<file path="src/rtl/ps2_pkg.sv">
// Shared definitions for the PS/2 scan-code set 2 sequencer: prefix/status
// byte constants, sequencer states and the packed key-event record.
package ps2_pkg;

    localparam logic [7:0] SC_E0 = 8'hE0;
    localparam logic [7:0] SC_F0 = 8'hF0;
    localparam logic [7:0] SC_E1 = 8'hE1;
    localparam logic [7:0] SC_AA = 8'hAA;
    localparam logic [7:0] SC_FC = 8'hFC;
    localparam logic [7:0] SC_FA = 8'hFA;
    localparam logic [7:0] SC_FE = 8'hFE;
    localparam logic [7:0] SC_EE = 8'hEE;

    // Pause is E1 followed by seven more bytes that carry no extra meaning.
    localparam logic [2:0] PAUSE_SKIP = 3'd7;

    typedef enum logic [2:0] {
        ST_IDLE,
        ST_EXT,
        ST_BRK,
        ST_EXT_BRK,
        ST_PAUSE
    } ps2_state_t;

    typedef struct packed {
        logic [7:0] code;
        logic       ext;
        logic       brk;
    } ps2_ev_t;

    function automatic logic is_fault_code(input logic [7:0] b);
        return (b == SC_FC) || (b == 8'h00) || (b == 8'hFF);
    endfunction

    function automatic logic is_ack_code(input logic [7:0] b);
        return (b == SC_FA) || (b == SC_FE) || (b == SC_EE);
    endfunction

endpackage

</file>
<file path="src/rtl/ps2_ev_fifo.sv">
// First-word fall-through FIFO of key events with an occupancy count.
// Pointers wrap naturally, so DEPTH must be a power of two.
module ps2_ev_fifo
    import ps2_pkg::*;
#(
    parameter  int DEPTH = 8,
    localparam int AW    = $clog2(DEPTH),
    localparam int CW    = AW + 1
) (
    input  logic          clk,
    input  logic          rst_n,
    input  logic          i_push,
    input  ps2_ev_t       i_push_ev,
    input  logic          i_pop,
    output ps2_ev_t       o_head,
    output logic [CW-1:0] o_count
);

    logic [AW-1:0] r_wr_ptr;
    logic [AW-1:0] r_rd_ptr;
    logic [CW-1:0] r_count;
    ps2_ev_t       r_mem [DEPTH];

    logic w_empty;
    logic w_full;
    logic w_do_push;
    logic w_do_pop;

    assign w_empty   = (r_count == '0);
    assign w_full    = (r_count == CW'(DEPTH));
    assign w_do_pop  = i_pop && !w_empty;
    assign w_do_push = i_push && (!w_full || w_do_pop);

    // NOTE: sequential state uses <= so every flop samples pre-edge values regardless of block order.
    always_ff @(posedge clk or negedge rst_n) begin
        if (!rst_n) begin
            r_wr_ptr <= '0;
            r_rd_ptr <= '0;
            r_count  <= '0;
        end else begin
            if (w_do_push) r_wr_ptr <= r_wr_ptr + AW'(1);
            if (w_do_pop)  r_rd_ptr <= r_rd_ptr + AW'(1);
            case ({w_do_push, w_do_pop})
                2'b10:   r_count <= r_count + CW'(1);
                2'b01:   r_count <= r_count - CW'(1);
                default: r_count <= r_count;
            endcase
        end
    end

    // NOTE: storage is deliberately not reset; the head is forced to zero while empty so outputs still read 0.
    always_ff @(posedge clk) begin
        if (w_do_push) r_mem[r_wr_ptr] <= i_push_ev;
    end

    assign o_head  = w_empty ? '0 : r_mem[r_rd_ptr];
    assign o_count = r_count;

endmodule

</file>
<file path="src/rtl/ps2_scan_ctrl.sv">
// Scan-code set 2 sequencer behind the PS/2 frame receiver: assembles E0/F0/E1
// sequences into key events, tracks keyboard status and times out stalled prefixes.
module ps2_scan_ctrl
    import ps2_pkg::*;
#(
    parameter int FIFO_DEPTH   = 8,
    parameter int TIMEOUT_CYC  = 50000,
    parameter int AFULL_MARGIN = 2
) (
    input  logic       ck,
    input  logic       reset,
    input  logic [7:0] rx_data,
    input  logic       rx_valid,
    input  logic       rx_err,
    output logic       rx_clr,
    output logic       inhibit,
    output logic [7:0] ev_code,
    output logic       ev_ext,
    output logic       ev_break,
    output logic       ev_valid,
    input  logic       ev_ready,
    output logic       bat_ok,
    output logic       kb_fault,
    output logic       ovf,
    input  logic       stat_clr,
    output logic [7:0] err_cnt
);

    localparam int CW = $clog2(FIFO_DEPTH) + 1;
    localparam int TW = $clog2(TIMEOUT_CYC + 1);

    ps2_state_t    r_state;
    ps2_state_t    w_state_nxt;
    logic [2:0]    r_skip;
    logic [2:0]    w_skip_nxt;
    logic [TW-1:0] r_to_cnt;
    logic          r_rx_clr;
    logic          r_inhibit;
    logic          r_bat_ok;
    logic          r_kb_fault;
    logic          r_ovf;
    logic [7:0]    r_err_cnt;

    logic          w_push;
    ps2_ev_t       w_push_ev;
    ps2_ev_t       w_head;
    logic [CW-1:0] w_count;
    logic          w_pop;
    logic          w_timeout;
    logic          w_set_bat;
    logic          w_set_fault;
    logic          w_ovf_set;

    assign w_timeout = (r_state != ST_IDLE) && !rx_valid && !rx_err
                       && (r_to_cnt == TW'(TIMEOUT_CYC - 1));

    // NOTE: every always_comb output gets a default first, so no path can infer a latch.
    always_comb begin
        w_state_nxt    = r_state;
        w_skip_nxt     = r_skip;
        w_push         = 1'b0;
        w_push_ev.code = rx_data;
        w_push_ev.ext  = 1'b0;
        w_push_ev.brk  = 1'b0;
        w_set_bat      = 1'b0;
        w_set_fault    = 1'b0;

        if (rx_err) begin
            w_state_nxt = ST_IDLE;
        end else if (rx_valid) begin
            unique case (r_state)
                ST_IDLE: begin
                    if (rx_data == SC_E0)          w_state_nxt = ST_EXT;
                    else if (rx_data == SC_F0)     w_state_nxt = ST_BRK;
                    else if (rx_data == SC_E1) begin
                        w_state_nxt = ST_PAUSE;
                        w_skip_nxt  = PAUSE_SKIP;
                    end
                    else if (rx_data == SC_AA)     w_set_bat   = 1'b1;
                    else if (is_fault_code(rx_data)) w_set_fault = 1'b1;
                    else if (!is_ack_code(rx_data))  w_push      = 1'b1;
                end
                ST_EXT: begin
                    if (rx_data == SC_F0) begin
                        w_state_nxt = ST_EXT_BRK;
                    end else begin
                        w_push        = 1'b1;
                        w_push_ev.ext = 1'b1;
                        w_state_nxt   = ST_IDLE;
                    end
                end
                ST_BRK: begin
                    w_push        = 1'b1;
                    w_push_ev.brk = 1'b1;
                    w_state_nxt   = ST_IDLE;
                end
                ST_EXT_BRK: begin
                    w_push        = 1'b1;
                    w_push_ev.ext = 1'b1;
                    w_push_ev.brk = 1'b1;
                    w_state_nxt   = ST_IDLE;
                end
                ST_PAUSE: begin
                    w_skip_nxt = r_skip - 3'd1;
                    if (r_skip == 3'd1) begin
                        w_push         = 1'b1;
                        w_push_ev.code = SC_E1;
                        w_state_nxt    = ST_IDLE;
                    end
                end
                default: w_state_nxt = ST_IDLE;
            endcase
        end else if (w_timeout) begin
            w_state_nxt = ST_IDLE;
        end
    end

    assign w_pop     = ev_valid && ev_ready;
    assign w_ovf_set = w_push && (w_count == CW'(FIFO_DEPTH)) && !w_pop;

    always_ff @(posedge ck or negedge reset) begin
        if (!reset) begin
            r_state    <= ST_IDLE;
            r_skip     <= '0;
            r_to_cnt   <= '0;
            r_rx_clr   <= 1'b0;
            r_inhibit  <= 1'b0;
            r_bat_ok   <= 1'b0;
            r_kb_fault <= 1'b0;
            r_ovf      <= 1'b0;
            r_err_cnt  <= '0;
        end else begin
            r_state   <= w_state_nxt;
            r_skip    <= w_skip_nxt;
            r_rx_clr  <= rx_err || w_timeout;
            r_inhibit <= (CW'(FIFO_DEPTH) - w_count) <= CW'(AFULL_MARGIN);

            if (r_state == ST_IDLE || rx_valid || rx_err || w_timeout) r_to_cnt <= '0;
            else                                                       r_to_cnt <= r_to_cnt + TW'(1);

            // Clearing wins over any set or increment landing in the same cycle.
            if (stat_clr) begin
                r_bat_ok   <= 1'b0;
                r_kb_fault <= 1'b0;
                r_ovf      <= 1'b0;
                r_err_cnt  <= '0;
            end else begin
                if (w_set_bat)   r_bat_ok   <= 1'b1;
                if (w_set_fault) r_kb_fault <= 1'b1;
                if (w_ovf_set)   r_ovf      <= 1'b1;
                if (rx_err && (r_err_cnt != 8'hFF)) r_err_cnt <= r_err_cnt + 8'd1;
            end
        end
    end

    ps2_ev_fifo #(
        .DEPTH (FIFO_DEPTH)
    ) u_fifo (
        .clk       (ck),
        .rst_n     (reset),
        .i_push    (w_push),
        .i_push_ev (w_push_ev),
        .i_pop     (w_pop),
        .o_head    (w_head),
        .o_count   (w_count)
    );

    assign ev_valid = (w_count != '0);
    assign ev_code  = w_head.code;
    assign ev_ext   = w_head.ext;
    assign ev_break = w_head.brk;
    assign rx_clr   = r_rx_clr;
    assign inhibit  = r_inhibit;
    assign bat_ok   = r_bat_ok;
    assign kb_fault = r_kb_fault;
    assign ovf      = r_ovf;
    assign err_cnt  = r_err_cnt;

endmodule

</file>
<file path="config.mk">
export PLATFORM = sky130hd
export DESIGN_NAME = ps2_scan_ctrl
export DESIGN_NICKNAME = d
export VERILOG_FILES = /design/src/rtl/ps2_pkg.sv /design/src/rtl/ps2_ev_fifo.sv /design/src/rtl/ps2_scan_ctrl.sv
export SDC_FILE = /design/constraint.sdc
export NUM_CORES = 1
export LEC_CHECK = 0
export CORE_AREA = 2 2 133 103
export DETAILED_ROUTE_END_ITERATION = 10
export DIE_AREA = 0 0 135 105
export MAX_ROUTING_LAYER = met4
export SLEW_MARGIN = 20
export SYNTH_ARGS = -nofsm -noshare
export SYNTH_HDL_FRONTEND = slang
export SYNTH_SLANG_ARGS = --single-unit
export TNS_END_PERCENT = 1
</file>
<file path="constraint.sdc">
create_clock -name ck -period 3.4 [get_ports ck]
set_input_delay 0.51 -clock ck [delete_from_list [all_inputs] [get_ports ck]]
set_output_delay 0.51 -clock ck [all_outputs]
set_load 0.01 [all_outputs]
</file>
==> impl_metrics.tcl, run 1 <==
set metrics [dict create \
    drtIter0Drc 327 \
    setup.worst_path.class "register to output pin" \
    finalCritPeriodShare_pct 87.8 \
    antenna_found_initial 0 \
    synth_area_leaders "edfxtp_1, dfrtp_1, mux4_2, nor2_1, ha_1" \
    synth_top_area_cell "edfxtp_1" \
    grt_first_pass_wirelength_microns 20300 \
    synth_seq_cells 125 \
    drc 0 \
    r2r_cells 12 \
    cts_buffers 17 \
    outcome "finished, final reports clean" \
    diodes 0 \
    layout_commonest_cell "edfxtp_1" \
    fin_tns_setup_ns 0 \
    netlist_instances 426 \
    grt.overflow.total 0 \
    cp_data_arrival_time_ns 2.48 \
    slew_headroom_pct 41.0 \
    ctsRootBufferMaster "clkbuf_16" \
    synth_top_family_by_area "simple AND/OR/NAND/NOR gates" \
    start_util_pct 45.4 \
    synth_xor_area_share_pct 4.37 \
    critical_path.cell_chain "inv_1, ha_1, nor2b_1, nor2b_1, buf_4, nor2_1, clkdlybuf4s50_1" \
    hold_buffers 0 \
    async_flop_share_pct 36.0 \
    stdcell_count 677 \
    synth_warnings 0 \
    globalplace.congestion 0.899 \
    dr_total_vias 3641 \
    syn_nets 451 \
    cts_max_level 4 \
    max_freq_mhz 335 \
    numPlacedInstances 645 \
    crit_fanout 10 \
    path_depth 7 \
    leakagePower_nw 2.63 \
    yosysSeqAreaShare_pct 60.7 \
    synthFlopType "edfxtp_1" \
    drtPass1Iterations 4 \
    critical_path.slowest_cell "clkdlybuf4s50_1" \
    drv_slew 0 \
    hold_slack_ns 0.200 \
    report.final.hold_viol_count 0 \
    start_kind "register" \
    vias_per_cell 5.38 \
    synth_area_sq_um 5810 \
    die_area_sq_um 14200 \
    r2r-end "u_fifo.o_count[2]" \
    cts-resized-gates 0 \
    ios 38 \
    fin_nets 518 \
    synth-simple-area-share_pct 14.3 \
    routedWlPerCell_microns 18.0 \
    clk_latency_ns 0.42 \
    cp_num_buf_inv 3 \
    io_buffers 37 \
    drive_gt1_share_pct 19.4 \
    startpoint "u_fifo.o_count[1]" \
    die_y_microns 105 \
    cts_setup_buffers 0 \
    crit_path_end_kind "output pin" \
    cts_tree "yes" \
    grt_pass1_vias 3694 \
    cts_buffer_depth 2 \
    placement_rows 36 \
    clk_pin_slew_ns 0.06 \
    grt_use_total_pct 19.8 \
    cts_num_sinks 125 \
    final_area_sq_um 7140 \
    worst_pin_slew_ns 0.885 \
    routed_wirelength_microns 12200 \
    setup_viol 0 \
    core-area_sq_um 12800 \
    crit_end "ev_code[7]" \
    fillers 1072 \
    required_ns 2.89 \
    p_per_area_nw_per_um2 738 \
    rsz0062_at_grt "no" \
    die_x_microns 135 \
    synth-compound-area-share_pct 5.75 \
    areaGrowthSynthToFinish_pct 22.9 \
    muxShareOfSynthArea_pct 10.0 \
    mostFrequentLayoutCells "edfxtp_1, nor2_1, dfrtp_1, clkdlybuf4s50_1, buf_4" \
    synth_top_area_share_pct 41.4 \
    fin_crit_ns 2.99 \
    grt_start_max_net_pins 40 \
    synth.distinct_cells 63 \
    skew_ns 0.00745 \
    hp-class "input port to asynchronous set/reset pin" \
    synth_edf_count 80 \
    r2r-start "r_state[0]" \
    vdd_drop_max_v 0.000429 \
    r2r_slack_ns 0.66 \
    synth_adder_area_share_pct 2.37 \
    maxCapViolCount 0 \
    path_delay_family "buffers and inverters" \
    max_stage_delay_ns 0.57 \
    crit_top_cell "nor2b_1" \
    dp_hpwl_microns 8060 \
    antenna_left 0 \
    synth.avg_cell_area_sq_um 13.6 \
    place_area_sq_um 6520 \
]
==> worst reg2reg max path, delay by kind of cell, from the launching register on <==
kind	cells	cell delay [ns]
AO/OA/AOI/OAI	3	0.39
XOR/XNOR	3	0.44
adder cells (fa/ha/maj)	2	0.42
flip-flops	1	0.46
AND/OR/NAND/NOR	4	0.93
==> kinds of logic (layout without fill, tap and decap cells) <==
group,Yosys count,count (layout)
AO/OA/AOI/OAI,44,44
AND/OR/NAND/NOR,152,152
buffers and inverters,32,112
flip-flops,125,125
XOR/XNOR,29,29
multiplexers,33,33
adder cells (fa/ha/maj),11,11
==> how the worst min path moves through the flow <==
stage / slack, ns / start / endpoint
after global placement: 0.46 / r_skip[2] / r_skip[2]
after floorplan: 0.21 / reset / bat_ok
after global routing: 0.28 / reset / r_state[2]
after detailed placement: 0.47 / r_skip[2] / r_skip[2]
final: 0.20 / reset / r_state[2]
after CTS: 0.23 / reset / r_state[2]
==> state kept, by name, indices dropped and copies added (netlist names), 3 cells and up <==
name             count
r_skip               3
u_fifo.r_mem        80
u_fifo.o_count       4
r_state              3
err_cnt              8
u_fifo.r_wr_ptr      3
u_fifo.r_rd_ptr      3
r_to_cnt            16
==> power by group <==
group          leakage, nW  switching (mW)  internal (mW)  total [mW]
Combinational         1.01           0.689          0.757        1.45
Clock                0.295           0.664           1.22        1.89
Sequential            1.32           0.168           1.77        1.94
==> per-layer routing <==
| layer | GRT usage (%) | share of wire [%] | up-vias |
|---|---|---|---|
| met3 | 6.36 | 5.0 | 9 |
| met5 | - | 0 | - |
| met2 | 26.9 | 43 | 78 |
| met1 | 28.7 | 51 | 1820 |
| li1 | - | - | 1734 |
| met4 | 5.36 | 0.80 | 0 |
==> layout make-up <==
type	count	area (sq um)	share of cell area, %
sequential	125	3530	49.4
multi-input combinational	269	2150	30.1
timing repair buffer	64	568	7.96
clock buffer	17	425	5.96
tap	171	214	3.00
clock inverter	15	195	2.73
inverter	16	60.1	0.841
==> synth_stat cells (3+ instances only) <==
| cell type | count |
|---|---|
| nand3b_1 | 3 |
| o21ai_1 | 3 |
| buf_2 | 3 |
| nand4_1 | 4 |
| or3_1 | 4 |
| nand2_1 | 15 |
| mux2i_1 | 11 |
| nor3_1 | 13 |
| xor2_1 | 15 |
| a41oi_1 | 3 |
| nor4_2 | 4 |
| clkbuf_1 | 10 |
| nand2b_1 | 10 |
| mux4_2 | 20 |
| xnor2_1 | 14 |
| a21oi_1 | 8 |
| dfrtp_1 | 45 |
| edfxtp_1 | 80 |
| a31oi_1 | 4 |
| o31ai_1 | 3 |
| nand3_1 | 14 |
| inv_1 | 15 |
| o21ai_0 | 3 |
| and2_1 | 5 |
| nor2_1 | 58 |
| ha_1 | 11 |
==> stage by stage <==
| step | util, % | worst slack [ns] | total power [mW] |
|---|---|---|---|
| final | 55.8 | 0.414 | 5.27 |
| after global routing | 55.8 | 0.235 | 5.56 |
| after CTS | 55.8 | 0.365 | 5.33 |
| after detailed placement | 51.0 | 0.0830 | 3.43 |
| after global placement | 51.0 | 0.0927 | 3.40 |
| after floorplan | - | 0.461 | 2.89 |
(Power assumes the default switching activity.)
==> run 2: changes to the inputs <==
Settings changed: MAX_ROUTING_LAYER met4 to default.
==> run 2 against run 1 <==
  * Total power fell by 1.8%
  * Sequential power barely moved
  * Design area fell by 0.74%
  * Cell count fell by 0.44%
  * Maximum frequency fell by 1.6%
  * Register-to-register slack got worse by 0.06 ns
  * Critical path type unchanged
  * Critical endpoint is now ev_ext
  * Highest routed layer unchanged
==> impl_metrics.tcl, run 2 (synthesized netlist as in run 1, its figures left out) <==
set metrics [dict create \
    outcome "finished, final reports clean" \
    die_y_microns 105 \
    cts_tree "yes" \
    report.final.hold_viol_count 0 \
    top_register "u_fifo.r_mem" \
    mostFrequentLayoutCells "edfxtp_1, nor2_1, dfrtp_1, clkdlybuf4s50_1, buf_4" \
    stdcell_count 674 \
    cts_num_sinks 125 \
    dr_total_vias 3650 \
    placement_rows 36 \
    cts_setup_buffers 0 \
    seq_area_sq_um 3530 \
    hold_buffers 0 \
    setup_viol 0 \
    drtIter0Drc 343 \
    grt_pass1_vias 3634 \
    vias_per_cell 5.42 \
    numPlacedInstances 642 \
    fin_crit_ns 3.03 \
    crit_top_cell "nor2b_1" \
    cts_buffers 17 \
    multi_input_area_sq_um 2150 \
    critical_path.cell_chain "inv_1, ha_1, nor2b_1, nor2b_1, buf_4, nor2_1, clkdlybuf4s50_1" \
    worst_pin_slew_ns 0.849 \
    antenna_found_initial 0 \
    layout_commonest_cell "edfxtp_1" \
    drtPass1Iterations 4 \
    start_kind "register" \
    die_x_microns 135 \
    hp-class "input port to asynchronous set/reset pin" \
    hold_slack_ns 0.0829 \
    io_buffers 37 \
    p_per_area_nw_per_um2 730 \
    ctsRootBufferMaster "clkbuf_16" \
    ios 38 \
    vdd_drop_max_v 0.000418 \
    start_util_pct 45.4 \
    required_ns 2.89 \
    skew_ns 0.00770 \
    core-area_sq_um 12800 \
    max_freq_mhz 330 \
    routed_wirelength_microns 12100 \
    cp_data_arrival_time_ns 2.52 \
    r2r_slack_ns 0.60 \
    drv_slew 0 \
    fin_ws_ns 0.365 \
    rsz0062_at_grt "no" \
    drive_gt1_share_pct 19.3 \
    globalplace.congestion 0.869 \
    slew_headroom_pct 42.9 \
    clk_latency_ns 0.41 \
    dp_hpwl_microns 7900 \
    fillers 1085 \
    routedWlPerCell_microns 17.9 \
    finalCritPeriodShare_pct 89.3 \
    drc 0 \
    grt.overflow.total 0 \
    crit_fanout 10 \
    grt_use_total_pct 18.6 \
    critical_path.slowest_cell "clkdlybuf4s50_1" \
    fin_nets 515 \
    cts_buffer_depth 2 \
    areaGrowthSynthToFinish_pct 22.0 \
    grt_start_max_net_pins 46 \
    r2r_cells 12 \
    die_area_sq_um 14200 \
    leakagePower_nw 2.60 \
    grt_first_pass_wirelength_microns 19900 \
    cts_max_level 4 \
    cts-resized-gates 0 \
    dp_slack_ns 0.0341 \
    crit_path_end_kind "output pin" \
    setup.worst_path.class "register to output pin" \
    largest_register_ffs 80 \
    antenna_left 0 \
    maxCapViolCount 0 \
    max_stage_delay_ns 0.49 \
    fin_tns_setup_ns 0 \
    post-route-util_pct 55.4 \
    clk_pin_slew_ns 0.06 \
    diodes 0 \
]
[run 2: routing by layer]
| layer | part of all wire (%) | track usage [%] | up-vias |
|---|---|---|---|
| li1 | - | - | 1727 |
| met1 | 49 | 28.3 | 1850 |
| met2 | 45 | 26.8 | 69 |
| met3 | 4.9 | 5.05 | 4 |
| met4 | 0.32 | 3.79 | 0 |
| met5 | 0 | 0 | - |
[run 2: worst paths after layout]
| check | start | end |
|---|---|---|
| hold / removal | reset | err_cnt[1] |
| min in group ck | r_skip[2] | r_skip[2] |
| hold reg to reg | r_skip[2] | r_skip[2] |
| setup reg to reg | r_state[0] | u_fifo.o_count[2] |
| setup / recovery | u_fifo.o_count[1] | ev_ext |
| max in group asynchronous | reset | u_fifo.r_rd_ptr[0] |
[run 2: metrics by stage]
| step | cell area (sq um) | total power [mW] |
|---|---|---|
| final | 7090 | 5.18 |
| after global routing | 7090 | 5.44 |
| after CTS | 7090 | 5.23 |
| after detailed placement | 6500 | 3.43 |
| after global placement | 6500 | 3.39 |
| after floorplan | 5810 | 2.89 |
[run 2: cell type report]
class                      instances  share of cell area (%)
sequential                       125                    49.8
clock buffer                      17                    6.00
multi-input combinational        269                    30.3
clock inverter                    15                    2.29
timing repair buffer              61                    7.73
tap                              171                    3.02
inverter                          16                   0.847
[run 2: report_power, final]
group          leakage, nW  total, mW  internal [mW]  switching [mW]
sequential            1.32       1.94           1.77           0.168
clock                0.281       1.79           1.09           0.701
combinational        0.996       1.45          0.754           0.693
total                 2.60       5.18           3.62            1.56
[run 2: worst max-delay path: cells and delay by family, from the launching register on]
kind / cells / cell delay (ns)
AND/OR/NAND/NOR: 3 / 0.62
buffers and inverters: 3 / 0.85
flip-flops: 1 / 0.45
adder cells (fa/ha/maj): 1 / 0.18
